==> src/rtl/mem_port_arbiter.sv <==
// mem_port_arbiter
//
// Shares the single main-memory port between the instruction-cache miss path
// and the data-cache miss/write-through path. One requester is served at a
// time; simultaneous requests alternate (round-robin on last_grant). The
// winning request is latched, presented on the memory port until memory
// signals ready, and then a one-cycle acknowledge with read data is returned
// to the winner. A watchdog aborts a request that memory never accepts and
// reports it through err_o alongside the acknowledge.
//
// Ports:
//   clk_i, rst_i        clock (rising edge), asynchronous active-high reset
//   ic_req_i/ic_addr_i  instruction-cache read request (level, held until ack)
//   ic_ack_o/ic_rdata_o one-cycle completion pulse, read data valid with it
//   dc_req_i, dc_we_i, dc_byte_op_i, dc_addr_i, dc_wdata_i
//                       data-cache request (level, held until ack)
//   dc_ack_o/dc_rdata_o one-cycle completion pulse, read data valid with it
//   err_o               high with the ack pulse when the request timed out
//   mem_req_o, mem_we_o, mem_byte_op_o, mem_addr_o, mem_wdata_o
//                       memory request, driven only while a request is open
//   mem_ready_i/mem_rdata_i  memory accepted/completed, data valid with ready
//   busy_o              high whenever the arbiter is not idle
//
// Parameters:
//   width           address and data width in bits
//   timeout_cycles  cycles to wait for mem_ready_i before aborting (1..255)

module mem_port_arbiter #(
    parameter int width          = 32,
    parameter int timeout_cycles = 255
) (
    input  logic             clk_i,
    input  logic             rst_i,
    input  logic             ic_req_i,
    input  logic [width-1:0] ic_addr_i,
    output logic             ic_ack_o,
    output logic [width-1:0] ic_rdata_o,
    input  logic             dc_req_i,
    input  logic             dc_we_i,
    input  logic             dc_byte_op_i,
    input  logic [width-1:0] dc_addr_i,
    input  logic [width-1:0] dc_wdata_i,
    output logic             dc_ack_o,
    output logic [width-1:0] dc_rdata_o,
    output logic             err_o,
    output logic             mem_req_o,
    output logic             mem_we_o,
    output logic             mem_byte_op_o,
    output logic [width-1:0] mem_addr_o,
    output logic [width-1:0] mem_wdata_o,
    input  logic             mem_ready_i,
    input  logic [width-1:0] mem_rdata_i,
    output logic             busy_o
);

    localparam logic [1:0] IDLE = 2'd0;
    localparam logic [1:0] REQ  = 2'd1;
    localparam logic [1:0] RESP = 2'd2;

    localparam logic OWNER_IC = 1'b0;
    localparam logic OWNER_DC = 1'b1;

    localparam logic [7:0] TIMEOUT_LIMIT = 8'(timeout_cycles);

    logic [1:0]       state;
    logic             owner;
    logic             last_grant;
    logic             lat_we;
    logic             lat_byte_op;
    logic             err_q;
    logic [width-1:0] lat_addr;
    logic [width-1:0] lat_wdata;
    logic [width-1:0] ic_rdata_q;
    logic [width-1:0] dc_rdata_q;
    logic [7:0]       wait_cnt;
    logic [7:0]       cnt_next;
    logic             timed_out;
    logic             grant_any;
    logic             grant_dc;
    logic             in_req;
    logic             in_resp;

    // DC wins when it is the only requester, or on a tie when IC was served last.
    always_comb begin
        grant_any = ic_req_i | dc_req_i;
        grant_dc  = dc_req_i & (~ic_req_i | (last_grant == OWNER_IC));
    end

    // Saturating count of unanswered REQ cycles; the abort fires on the
    // cycle whose count would reach the limit, so REQ lasts exactly
    // timeout_cycles cycles when memory never answers.
    always_comb begin
        cnt_next  = (wait_cnt == 8'hFF) ? 8'hFF : wait_cnt + 8'd1;
        timed_out = (cnt_next >= TIMEOUT_LIMIT);
    end

    always_ff @(posedge clk_i or posedge rst_i) begin
        if (rst_i) begin
            state       <= IDLE;
            owner       <= OWNER_IC;
            last_grant  <= OWNER_IC;
            lat_we      <= 1'b0;
            lat_byte_op <= 1'b0;
            lat_addr    <= '0;
            lat_wdata   <= '0;
            err_q       <= 1'b0;
            ic_rdata_q  <= '0;
            dc_rdata_q  <= '0;
            wait_cnt    <= 8'd0;
        end else begin
            case (state)
                IDLE: begin
                    if (grant_any) begin
                        owner      <= grant_dc;
                        last_grant <= grant_dc;
                        lat_addr   <= grant_dc ? dc_addr_i : ic_addr_i;
                        // Instruction fetches are always full-word reads.
                        lat_we      <= grant_dc & dc_we_i;
                        lat_byte_op <= grant_dc & dc_byte_op_i;
                        lat_wdata   <= grant_dc ? dc_wdata_i : '0;
                        wait_cnt    <= 8'd0;
                        state       <= REQ;
                    end
                end
                REQ: begin
                    if (mem_ready_i) begin
                        if (owner == OWNER_DC) begin
                            dc_rdata_q <= mem_rdata_i;
                        end else begin
                            ic_rdata_q <= mem_rdata_i;
                        end
                        err_q <= 1'b0;
                        state <= RESP;
                    end else begin
                        wait_cnt <= cnt_next;
                        if (timed_out) begin
                            if (owner == OWNER_DC) begin
                                dc_rdata_q <= '0;
                            end else begin
                                ic_rdata_q <= '0;
                            end
                            err_q <= 1'b1;
                            state <= RESP;
                        end
                    end
                end
                RESP: begin
                    state <= IDLE;
                end
                default: begin
                    state <= IDLE;
                end
            endcase
        end
    end

    // The memory port is quiet outside REQ so stale latched values never
    // reach memory while the arbiter is idle or acknowledging.
    always_comb begin
        in_req        = (state == REQ);
        in_resp       = (state == RESP);
        mem_req_o     = in_req;
        mem_we_o      = in_req & lat_we;
        mem_byte_op_o = in_req & lat_byte_op;
        mem_addr_o    = in_req ? lat_addr : '0;
        mem_wdata_o   = in_req ? lat_wdata : '0;
        ic_ack_o      = in_resp & (owner == OWNER_IC);
        dc_ack_o      = in_resp & (owner == OWNER_DC);
        err_o         = in_resp & err_q;
        ic_rdata_o    = ic_rdata_q;
        dc_rdata_o    = dc_rdata_q;
        busy_o        = (state != IDLE);
    end

endmodule

==> config.mk <==
export PLATFORM = sky130hd
export DESIGN_NAME = mem_port_arbiter
export DESIGN_NICKNAME = d
export VERILOG_FILES = /design/src/rtl/mem_port_arbiter.sv
export SDC_FILE = /design/constraint.sdc
export NUM_CORES = 1
export LEC_CHECK = 0
export CELL_PAD_IN_SITES_DETAIL_PLACEMENT = 1
export CELL_PAD_IN_SITES_GLOBAL_PLACEMENT = 1
export CORE_MARGIN = 8
export CORE_UTILIZATION = 29
export DETAILED_ROUTE_END_ITERATION = 10
export HOLD_SLACK_MARGIN = 0.15
export PLACE_DENSITY = 0.78
export SYNTH_ARGS = -nofsm -noshare
export SYNTH_HDL_FRONTEND = slang
export SYNTH_SLANG_ARGS = --single-unit
==> constraint.sdc <==
create_clock -name clk_i -period 4.8 [get_ports clk_i]
set_clock_uncertainty 0.1 [all_clocks]
set_input_delay 0.96 -clock clk_i [delete_from_list [all_inputs] [get_ports clk_i]]
set_output_delay 0.96 -clock clk_i [all_outputs]
set_load 0.03 [all_outputs]
==> summary.txt <==
outcome -> finished clean
Mapped Area -> 6135 sq um
largest stage delay on the critical path -> 700 ps
area of the core -> 20,890 sq um
Reg2Reg Launch Point -> wait_cnt[0]
routed vias -> 5,172
CTS tree -> yes
dpl ws -> 1331 ps
Post-DRT Antenna Nets -> 0
layout cells sized above 1 -> 0.07535
Clock Path Buffers -> 2
area grow syn2layout -> 58.15%
Slew @ Worst Pin -> 1049 ps
Finished Layout Cells -> 1,059
PostCTS Resize Cnt -> 0
Layout fillers -> 2,257
IR drop worst, VDD -> 242.0 uV
I/O Pins -> 270
Post-Synth XOR/XNOR Area -> 0.001428
instance count on the critical path -> 5
drt pass-1 iters -> 4
1st-iter DRT viols -> 182
register area share after synthesis -> 0.5792
Reg clk slew, reported paths -> 70 ps
worst hold endpoint -> lat_addr[6]
synth top area cells -> dfrtp_1 (58%), a22o_1 (13%), and2_1 (6.9%)
syn_area_per_cell -> 11.94 sq um
hold path startpoint -> lat_addr[6]
largest net degree at the start of global routing -> 94
Cell Area, Placed -> 9056 sq um
Pleak -> 4.256 nW
RR Endpoint -> dc_rdata_o[31]
IO Port Bufs -> 269
first-pass GRT wire length -> 33,950 microns
CP cell instances -> or2b_2 -> inv_2 -> buf_4 -> and2_1 -> clkdlybuf4s50_1
crit path kind -> reg2out
Syn Nets -> 650
Most used DFF post-synth -> dfrtp_1
synthesized instance count -> 514
crit path buf inv count -> 3
Num Clock Sinks -> 142
routed vias/inst -> 4.884
Core Util, Final -> 0.4645
combinational family with the most area after synthesis -> compound AO/OA/AOI/OAI gates
reg2reg path depth -> 6
final-report max-slew violation count -> 0
vias in the first global route -> 5,691
die width -> 161.4 microns
Setup Fix Bufs, Post-CTS -> 0
CP endpoint kind -> output pin
worst skew pair latency -> 410 ps
row count -> 53
asr flop ratio synth -> 1.000
Syn. warnings -> 0
post-synth top area cell -> dfrtp_1
Tot Pwr -> 6.609 mW
critical path fanouts, max -> 62
simple-gate share of the synthesized area -> 0.1281
Critical Path AT -> 2830 ps
slowest library cell on the worst path -> clkdlybuf4s50_1
WL per Instance -> 20.25 microns
Root Buffer -> clkbuf_16
part of the cycle the worst path needs -> 0.8107
total gr overflow -> 0
multiplexer share of the synthesized area -> 0.05548
GPL Wtd Cong -> 0.7422
Global Route Usage Sum -> 0.1645
maxcap violations -> 0
post-synth top area share -> 0.5792
Pwr Density -> 681.2 nW/um^2
synth unique cells -> 45
Synth Area in Adders -> 0.002040
reg2reg setup slack -> 2050 ps
startpoint types -> register
Final setup violation count -> 0
CP delay by family, top -> buffers and inverters
Inst Count DP -> 1,026
hold bufs inserted after CTS -> 0
hpwl dp -> 15,390 microns
share of the synthesized area in compound gates (AO/OA/AOI/OAI) -> 0.1931
Post-Layout Inst Area -> 9702 sq um
die area -> 26,060 sq um
relative slew slack -> 0.2970
#FFs+latches synth -> 142
initial core utilization -> 0.2937
final worst slack -> 908.6 ps
EDFF count, synth -> 0
setup_tns -> 0 ps
CTS H-tree depth -> 4
RSZ-0062 raised after global routing -> no
hold depth -> 2
Required @ worst endpoint -> 3740 ps
Hold WC Path Type -> reg2reg
die height -> 161.4 microns
WL final -> 21,450 microns
clock buffer count from CTS -> 17
antenna violations before repair -> 3
Hold Slack -> 375.7 ps
Final Hold Viols -> 0
minimum clock period -> 3891 ps
DR DRC count -> 0
Final nets -> 906
fmax -> 0.2570 GHz
[worst max-delay path by stage]
stage,from,endpoint,slack (ps)
CTS,state[1],mem_wdata_o[2],870
global placement,state[1],mem_wdata_o[2],1380
finish,state[1],mem_wdata_o[6],910
floorplan,rst_i,dc_rdata_o[0],1960
global route,state[1],mem_wdata_o[5],750
detailed placement,state[1],mem_wdata_o[2],1330
[cells in the mapped netlist, types with 2 or more instances]
master and n:
nand2_1 40, clkbuf_8 2, and3b_1 2, dfrtp_1 142, nor3b_1 3, nand3_1 3
buf_6 7, nor3_1 2, a31oi_1 4, and2_1 68, a22o_1 94, inv_1 4
a22o_2 4, o21ai_0 35, nor2_1 9, a21oi_1 4, mux2i_1 34, buf_2 3
clkbuf_1 27, nand4_1 2
[worst register-to-register path: stages (launching register included)]
cell and delay (ps):
dfrtp_1 450, ha_1 300, and2b_2 250, o211ai_1 250
a31oi_4 180, o211ai_4 850, a22o_2 300
[registers in the layout, indices dropped and copies added (netlist names), 2 cells and up]
name and count:
state 2, dc_rdata_o 32, ic_rdata_o 32, lat_addr 32, lat_wdata 32, wait_cnt 8
[layer usage]
metal  GRT usage  vias up  wire, microns
li1            -     2358              -
met1      0.1995     2572           8987
met2      0.2618      208          10150
met3     0.06617       30           1774
met4     0.05429        4            507
met5           0        -             31
[cell type report]
cell class,instances,area [sq um],share of cell area
clock buffers,17,425.4,0.04385
flip-flops and latches,142,3553,0.3663
inverters,4,18.77,0.001934
clock inverters,15,217.7,0.02244
diodes,1,2.502,0.0002579
repair buffers,278,2785,0.2871
well taps,275,344.1,0.03547
multi-input cells,327,2355,0.2427
[cells in the final DEF (no fill, tap or decap), types with 2 or more instances in the layout]
cell type / n
clkdlybuf4s50_1: 269
dfrtp_1: 142
a22o_1: 94
and2_1: 68
nand2_1: 40
mux2i_1: 34
o21ai_0: 34
clkbuf_16: 17
nor2_1: 9
buf_4: 7
inv_6: 5
a21oi_1: 4
a31oi_1: 4
a22o_2: 4
nor3b_1: 3
nand3_1: 3
bufinv_16: 3
inv_8: 3
nand4_1: 2
inv_1: 2
nor3_1: 2
and3b_1: 2
clkinv_4: 2
clkinv_8: 2
buf_12: 2
[where the power goes]
group	internal (mW)	total, mW	switching [mW]
Clock	0.848	1.43	0.586
Sequential	1.70	2.01	0.311
Combinational	1.36	3.16	1.80
[kinds of logic after synthesis]
kind of cell,after synthesis
compound gates,150
flops,142
simple gates,141
buf+inv,45
mux,34
xor+xnor,1
fa+ha+maj,1
No activity file was read; power rests on OpenSTA's default activity.
